## config.mk

```make
export PLATFORM = sky130hd
export DESIGN_NAME = controlador_interrupciones
export DESIGN_NICKNAME = d
export VERILOG_FILES = /design/src/rtl/interrupciones_pkg.sv /design/src/rtl/prioridad_int.sv /design/src/rtl/controlador_interrupciones.sv
export SDC_FILE = /design/constraint.sdc
export NUM_CORES = 1
export LEC_CHECK = 0
export BUFFER_PORTS_ARGS = -buffer_cell sky130_fd_sc_hd__buf_2
export CORE_ASPECT_RATIO = 1.75
export CORE_MARGIN = 5
export CORE_UTILIZATION = 30
export DETAILED_ROUTE_END_ITERATION = 12
export GPL_TIMING_DRIVEN = 0
export PLACE_DENSITY = 0.43
export SLEW_MARGIN = 0
export SYNTH_ARGS = -nofsm -noshare
export SYNTH_HDL_FRONTEND = slang
export SYNTH_SLANG_ARGS = --single-unit
```

## constraint.sdc

```tcl
create_clock -name clk -period 2.7 [get_ports clk]
set_input_delay 0 -clock clk [delete_from_list [all_inputs] [get_ports clk]]
set_output_delay 0 -clock clk [all_outputs]
set_load 0.01 [all_outputs]
```

## src/rtl/interrupciones_pkg.sv

```systemverilog
// Shared definitions for the interrupt controller: FSM states, the field
// layout of the interrupt word and the number of request sources.
package interrupciones_pkg;

  localparam int NSRC      = 7;
  localparam int VALID_BIT = 7;
  localparam int ID_MSB    = 6;
  localparam int ID_LSB    = 4;
  localparam int SEQ_MSB   = 3;

  typedef enum logic [1:0] {
    ST_IDLE     = 2'd0,
    ST_ISSUE    = 2'd1,
    ST_WAIT_ACK = 2'd2,
    ST_GAP      = 2'd3
  } estado_t;

  // Largest of three cycle counts, used to size the shared phase counter.
  function automatic int max3(input int a, input int b, input int c);
    int m;
    m = (a > b) ? a : b;
    return (m > c) ? m : c;
  endfunction

endpackage

```

## src/rtl/prioridad_int.sv

```systemverilog
// Combinational 7-to-3 priority encoder: the highest set index wins and is
// reported as id = index + 1; any_o flags that at least one request is set.
module prioridad_int
  import interrupciones_pkg::*;
(
  input  logic [NSRC-1:0] req_i,
  output logic [2:0]      id_o,
  output logic            any_o
);

  // Scan upward so the last (highest) set bit overrides lower ones.
  always_comb begin
    id_o  = '0;
    any_o = 1'b0;
    for (int i = 0; i < NSRC; i++) begin
      if (req_i[i]) begin
        id_o  = 3'(i + 1);
        any_o = 1'b1;
      end
    end
  end

endmodule

```

## src/rtl/controlador_interrupciones.sv

```systemverilog
// Interrupt source for the monocycle CPU: latches request edges, picks the
// highest-priority eligible source, frames it as {valid, id, seq}, waits for
// the acknowledge with bounded retries and enforces an idle gap afterwards.
module controlador_interrupciones
  import interrupciones_pkg::*;
#(
  parameter int PULSE_CYCLES = 1,
  parameter int GAP_CYCLES   = 2,
  parameter int TIMEOUT      = 16,
  parameter int MAX_RETRY    = 3
) (
  input  logic            clk,
  input  logic            reset,
  input  logic [NSRC-1:0] irq,
  input  logic [NSRC-1:0] mascara,
  input  logic            ack,
  output logic [7:0]      interrupcion,
  output logic            ocupado,
  output logic            perdida
);

  localparam int CNT_MAX  = max3(PULSE_CYCLES, TIMEOUT, GAP_CYCLES);
  localparam int CNT_W    = $clog2(CNT_MAX + 1);
  localparam int RTY_W    = (MAX_RETRY > 0) ? $clog2(MAX_RETRY + 1) : 1;
  localparam int SEQ_W    = SEQ_MSB + 1;
  localparam int GAP_LAST = (GAP_CYCLES > 0) ? GAP_CYCLES - 1 : 0;

  localparam logic [CNT_W-1:0] PULSE_END = CNT_W'(PULSE_CYCLES - 1);
  localparam logic [CNT_W-1:0] TOUT_END  = CNT_W'(TIMEOUT - 1);
  localparam logic [CNT_W-1:0] GAP_END   = CNT_W'(GAP_LAST);
  localparam logic [RTY_W-1:0] RTY_MAX   = RTY_W'(MAX_RETRY);
  // Where a finished service (ack or drop) lands.
  localparam estado_t DONE_ST = (GAP_CYCLES == 0) ? ST_IDLE : ST_GAP;

  estado_t          state_q, state_d;
  logic [NSRC-1:0]  irq_prev_q;
  logic [NSRC-1:0]  pend_q, pend_d;
  logic [2:0]       id_srv_q, id_srv_d;
  logic [RTY_W-1:0] retry_q, retry_d;
  logic [SEQ_W-1:0] seq_q, seq_d;
  logic [CNT_W-1:0] cnt_q, cnt_d;
  logic [7:0]       word_q, word_d;
  logic             perdida_q;
  logic             clr_srv, drop;
  logic [NSRC-1:0]  clr_mask;
  logic [2:0]       id_sel;
  logic             any_sel;

  prioridad_int u_prioridad (
    .req_i (pend_q & mascara),
    .id_o  (id_sel),
    .any_o (any_sel)
  );

  // Service FSM: next state, served id, retry/sequence and phase counter.
  always_comb begin
    state_d  = state_q;
    id_srv_d = id_srv_q;
    retry_d  = retry_q;
    seq_d    = seq_q;
    cnt_d    = cnt_q;
    clr_srv  = 1'b0;
    drop     = 1'b0;
    case (state_q)
      ST_IDLE: begin
        if (any_sel) begin
          id_srv_d = id_sel;
          retry_d  = '0;
          cnt_d    = '0;
          state_d  = ST_ISSUE;
        end
      end
      ST_ISSUE: begin
        if (ack) begin
          clr_srv = 1'b1;
          seq_d   = seq_q + 1'b1;
          cnt_d   = '0;
          state_d = DONE_ST;
        end else if (cnt_q == PULSE_END) begin
          cnt_d   = '0;
          state_d = ST_WAIT_ACK;
        end else begin
          cnt_d = cnt_q + 1'b1;
        end
      end
      ST_WAIT_ACK: begin
        if (ack) begin
          clr_srv = 1'b1;
          seq_d   = seq_q + 1'b1;
          cnt_d   = '0;
          state_d = DONE_ST;
        end else if (cnt_q == TOUT_END) begin
          cnt_d = '0;
          if (retry_q == RTY_MAX) begin
            clr_srv = 1'b1;
            drop    = 1'b1;
            seq_d   = seq_q + 1'b1;
            state_d = DONE_ST;
          end else begin
            retry_d = retry_q + 1'b1;
            state_d = ST_ISSUE;
          end
        end else begin
          cnt_d = cnt_q + 1'b1;
        end
      end
      ST_GAP: begin
        if (cnt_q == GAP_END) begin
          cnt_d   = '0;
          state_d = ST_IDLE;
        end else begin
          cnt_d = cnt_q + 1'b1;
        end
      end
      default: state_d = ST_IDLE;
    endcase
  end

  // Pending bits: clearing the served source loses to a fresh edge on it.
  always_comb begin
    clr_mask = clr_srv ? (NSRC'(1) << (id_srv_q - 3'd1)) : '0;
    pend_d   = (pend_q & ~clr_mask) | (irq & ~irq_prev_q);
  end

  // Registered interrupt word, built from the state being entered.
  always_comb begin
    word_d = '0;
    if (state_d == ST_ISSUE) begin
      word_d[VALID_BIT]      = 1'b1;
      word_d[ID_MSB:ID_LSB]  = id_srv_d;
      word_d[SEQ_MSB:0]      = seq_d;
    end
  end

  // All state, including the output word, clears immediately on reset.
  always_ff @(posedge clk or posedge reset) begin
    if (reset) begin
      state_q    <= ST_IDLE;
      irq_prev_q <= '0;
      pend_q     <= '0;
      id_srv_q   <= '0;
      retry_q    <= '0;
      seq_q      <= '0;
      cnt_q      <= '0;
      word_q     <= '0;
      perdida_q  <= 1'b0;
    end else begin
      state_q    <= state_d;
      irq_prev_q <= irq;
      pend_q     <= pend_d;
      id_srv_q   <= id_srv_d;
      retry_q    <= retry_d;
      seq_q      <= seq_d;
      cnt_q      <= cnt_d;
      word_q     <= word_d;
      perdida_q  <= drop;
    end
  end

  assign interrupcion = word_q;
  assign ocupado      = (state_q != ST_IDLE);
  assign perdida      = perdida_q;

endmodule

```

==> results.md <==
- The critical path in this run is classified as reg -> reg.
- The run finished with clean final reports.
- The internal power of the cells is 1.38 mW.
- Of all nets on the critical path, the largest fanout is 8.
- The number of global-route vias before repair is 1674.
- Measured along the x axis, the die boundary spans 71.9 um.
- The most used cell along the critical path is sky130_fd_sc_hd__ha_1.
- The die is between 100 and 150 um tall.
- The maximum number of pins on one net before global-route repair is 40.
- The initial antenna violation count came to 0.
- Power comes to 2.27 mW.
- Summing every instance area after synthesis gives approximately 2000 um^2.
- The maximum clock rate is just over 400 MHz.
- The count of cells along the worst register-to-register path is 8.
- The area growth from synthesis to layout is 22.6%.
- The H-tree generated during clock tree synthesis spans 2 levels.
- The floorplan core area is 6540 um^2.
- The count of non-filler cells in the finished layout is 327.
- The number of vias after detailed routing is 1597.
- Sequential cells burn 34.7% of the power.
- At the worst endpoint, the arrival time is 2.61 ns.
- The critical path goes through ha_1, and3_1, ha_1, nor4b_1, o22ai_1, a31oi_1, o211ai_4, nor3_1.
- The synthesized netlist contains between 40 and 50 unique library cells.
- The worst setup path is launched from a flip-flop.
- The cell at the root of the clock tree is sky130_fd_sc_hd__clkbuf_16.
- The final wirelength is 4.77 mm.
- The number of slew-limit violations in the final report was 0.
- The clock latency reported for the late side of the worst-skew pair is 0.28 ns.
- Buffers inserted during clock tree synthesis total 5.
- The die area is 8510 um^2.
- The min-delay analysis places its worst path in the category in -> reg.
- The maximum count of clock buffers along a single path is 2.
- The slowest stage of the critical path belongs to the cell sky130_fd_sc_hd__dfrtp_1.
- Setup repair after global routing left no endpoint under its margin.
- In the routed design, unresolved DRC markers number 0.
- Of the cells placed in the final design, the portion with a size suffix greater than 1 is around 17%.
- Across the routed clock network, the largest skew measured is roughly 0.0029 ns.
- The count of cells resized by post-cts repair is 0.
- The clock period minus final worst setup slack is 2.41 ns.
- The instance count on the critical path is 8.
- Counting instances, the worst hold path has a depth of 3.
- TritonCTS built the clock tree.
- The worst relative slew slack is 43.2%.
- Clock-pin slew was measured on the worst setup and hold paths at 0.06 ns.
- The number of search-and-repair iterations in the first detailed-routing pass is 4.
- Grouping stages by cell kind, the critical path spends the most delay in simple AND/OR/NAND/NOR gates.
- The HPWL after detailed placement is 3.70 mm.
- The share of the Yosys chip area taken by registers is 48.5%.
- The starting DRC count in detailed routing is 32.
- STA classifies the critical path endpoint as a flip-flop.
- The clock share of power is 25.3%.
- After synthesis, the cell types taking the most area are sky130_fd_sc_hd__dfrtp_1, sky130_fd_sc_hd__ha_1, sky130_fd_sc_hd__o21ai_0.
- The final layout net count is 275.
- The fraction of registers with async set or reset after synthesis is between 90% and 100%.
- For this design, the sink count on the clock tree is 39.
- Of the post-synthesis cell area, the dominant cell type holds 48.5%.
- Net switching is between 30% and 40% of the power.
- The final weighted congestion in routability-driven placement is 0.852.
- The mean cell area of the mapped netlist is 9.92 um^2.
- The post-route setup TNS is 0 ns.
- The initial utilization of the core area, before any placement, comes to 30.8%.
- The antenna diode count is 0.
- Buffers placed on the I/O ports in this run total 26.
- The filler cells instantiated in the layout total 682.
- The max-capacitance violation count is 0.
- The post-CTS setup buffer count is 0.
- The synthesized flop and latch total is 39.
- Across the VDD grid, the largest voltage drop is 0.639 mV.
- Dividing the final minimum period by the clock period gives 89.2%.
- The first global-routing pass estimated 8.00 mm of wire.
- In this run, placement finished with an instance count of 311.
- Pin placement for this block handled 27 I/O pins.
- The maximum cell stage delay along the critical path is 0.42 ns.
- The row count is 39.
- The count of buffering cells on the critical path with inverters included is 0.
- Setup violations remaining at the end of the flow were counted as 0.
- The static power due to leakage is 1.18 nW.
- Power spread over the standard cell area amounts to 919 nW/um^2.
- The total count of hold-check failures in the final report came to 0.
- The worst endpoint required time is 2.90 ns.
- The average via count per standard cell is a little under 5.
- The total number of yosys warnings is 0.
- Summed over all layers, the global routing overflow is 0.
- For the pin with the worst max-slew slack, the measured transition is 0.851 ns.
- The commonest register cell after synthesis is sky130_fd_sc_hd__dfrtp_1.
- The net count after synthesis is 234.
- The count of flip-flops with a built-in enable after synthesis is 0.
- The analysis attributes to net switching a power of 0.885 mW.
- In the final routed layout, each cell accounts on average for about 15 um.
- For this run, the total global-route usage over all layers was measured as 12.3%.
- The count of nets left with antenna violations once routing finished came out at 0.
- The share of total power in combinational logic is roughly two fifths.
- The leading area contributor after synthesis is sky130_fd_sc_hd__dfrtp_1.
- The number of standard cells after synthesis is between 200 and 250.
[layer usage]
| metal | global-route usage (%) | wire [um] | vias up |
|---|---|---|---|
| met5 | 0 | 0 | - |
| met4 | 6.94 | 149 | 0 |
| met3 | 3.14 | 153 | 9 |
| met2 | 22.4 | 2720 | 27 |
| met1 | 12.3 | 1750 | 762 |
| li1 | - | - | 799 |
[placed cells by master, fill, tap and decap left out, types with 3 or more instances in the layout]
master                          netlist  routed
sky130_fd_sc_hd__a21o_1               4       4
sky130_fd_sc_hd__a21oi_1              6       6
sky130_fd_sc_hd__a22oi_1              3       3
sky130_fd_sc_hd__and3_1               4       4
sky130_fd_sc_hd__buf_2                3      29
sky130_fd_sc_hd__clkbuf_16            0       5
sky130_fd_sc_hd__dfrtp_1             39      39
sky130_fd_sc_hd__dlygate4sd3_1        0       8
sky130_fd_sc_hd__ha_1                14      14
sky130_fd_sc_hd__inv_1               25      24
sky130_fd_sc_hd__nand2_1             21      21
sky130_fd_sc_hd__nand3_1              6       6
sky130_fd_sc_hd__nor2_1               8       8
sky130_fd_sc_hd__nor2b_1              6       6
sky130_fd_sc_hd__nor3_1               4       4
sky130_fd_sc_hd__o21ai_0             23      23
sky130_fd_sc_hd__o22ai_1              3       3
[worst paths after layout]
path | startpoint | end | slack, ns
max | cnt_q[0]$_DFFE_PP0P_ | interrupcion[4]$_DFF_PP0_ | 0.29
min | mascara[6] | id_srv_q[0]$_DFF_PP0_ | 0.05
max reg2reg | cnt_q[0]$_DFFE_PP0P_ | interrupcion[4]$_DFF_PP0_ | 0.29
min reg2reg | irq_prev_q[6]$_DFF_PP0_ | pend_q[6]$_DFF_PP0_ | 0.41
max in group asynchronous | reset | interrupcion[0]$_DFF_PP0_ | 1.72
min in group asynchronous | reset | interrupcion[5]$_DFF_PP0_ | 0.44
[cell usage after synthesis, types with 2 or more instances]
cell type                  count
sky130_fd_sc_hd__inv_1        25
sky130_fd_sc_hd__o21a_1        2
sky130_fd_sc_hd__mux2i_1       2
sky130_fd_sc_hd__o41ai_1       2
sky130_fd_sc_hd__a41oi_1       2
sky130_fd_sc_hd__nor2_1        8
sky130_fd_sc_hd__nor4b_1       2
sky130_fd_sc_hd__dfrtp_1      39
sky130_fd_sc_hd__nand2b_1      2
sky130_fd_sc_hd__a21o_1        4
sky130_fd_sc_hd__a21oi_1       6
sky130_fd_sc_hd__a22oi_1       3
sky130_fd_sc_hd__nor2b_1       6
sky130_fd_sc_hd__nand2_1      21
sky130_fd_sc_hd__nor4_1        2
sky130_fd_sc_hd__o21ai_0      23
sky130_fd_sc_hd__ha_1         14
sky130_fd_sc_hd__nand3_1       6
sky130_fd_sc_hd__o22ai_1       3
sky130_fd_sc_hd__and3_1        4
sky130_fd_sc_hd__buf_2         3
sky130_fd_sc_hd__nor3_1        4
[logic make-up (layout without fill, tap and decap cells)]
| family | count (synthesis) | in the layout | share of synthesized area [%] |
|---|---|---|---|
| simple gates | 61 | 61 | 15.9 |
| compound gates | 59 | 59 | 20.5 |
| flops | 39 | 39 | 48.5 |
| buf+inv | 28 | 70 | 5.41 |
| fa+ha+maj | 14 | 14 | 8.70 |
| mux | 2 | 2 | 0.994 |
[through the flow]
step / utilization (%) / setup slack (ns) / hold slack [ns] / cell area [um^2]
after floorplan: - / 0.682 / 0.0314 / 2010
after detailed placement: 34.3 / 0.285 / 0.124 / 2250
after global routing: 37.7 / 0.0934 / 0.106 / 2470
after CTS: 37.7 / 0.239 / 0.0545 / 2470
after global placement: 34.3 / 0.229 / 0.122 / 2250
final: 37.7 / 0.292 / 0.0536 / 2470
[power groups by stage]
| stage | Combinational, mW | Sequential [mW] | Clock, mW |
|---|---|---|---|
| 3_3_place_gp | 0.917 | 0.799 | 0 |
| 3_5_place_dp | 0.910 | 0.803 | 0 |
| 2_1_floorplan | 0.645 | 0.790 | 0 |
| 6_report | 0.905 | 0.788 | 0.574 |
| 4_1_cts | 0.929 | 0.792 | 0.600 |
| 5_1_grt | 1.03 | 0.804 | 0.627 |
[worst reg2reg max path: stages, from the launching register on]
cell	delay, ns
sky130_fd_sc_hd__dfrtp_1	0.42
sky130_fd_sc_hd__ha_1	0.23
sky130_fd_sc_hd__and3_1	0.23
sky130_fd_sc_hd__ha_1	0.22
sky130_fd_sc_hd__nor4b_1	0.33
sky130_fd_sc_hd__o22ai_1	0.11
sky130_fd_sc_hd__a31oi_1	0.36
sky130_fd_sc_hd__o211ai_4	0.21
sky130_fd_sc_hd__nor3_1	0.22
[area by class of cell]
class,instances,area [um^2],share of cell area (%)
buffer,3,15.0,0.609
clock buffer,6,129,5.22
clock inverter,2,12.5,0.507
inverter,25,93.8,3.80
multi-input combinational,136,928,37.6
sequential,39,976,39.6
tap,82,103,4.16
timing repair buffer,34,210,8.52
[flip-flops by register name (all words and copies together), names as in the netlist]
register	count
perdida	1
id_srv_q	3
seq_q	4
cnt_q	5
state_q	2
pend_q	7
retry_q	2
irq_prev_q	7
interrupcion	8
[what timing repair did]
item / 4_1_cts / 5_1_grt
endpoints found under the setup margin: 0 / 0
hold endpoints to repair: 53 / 0
hold buffers: 8 / 0
(Power assumes the default switching activity.)
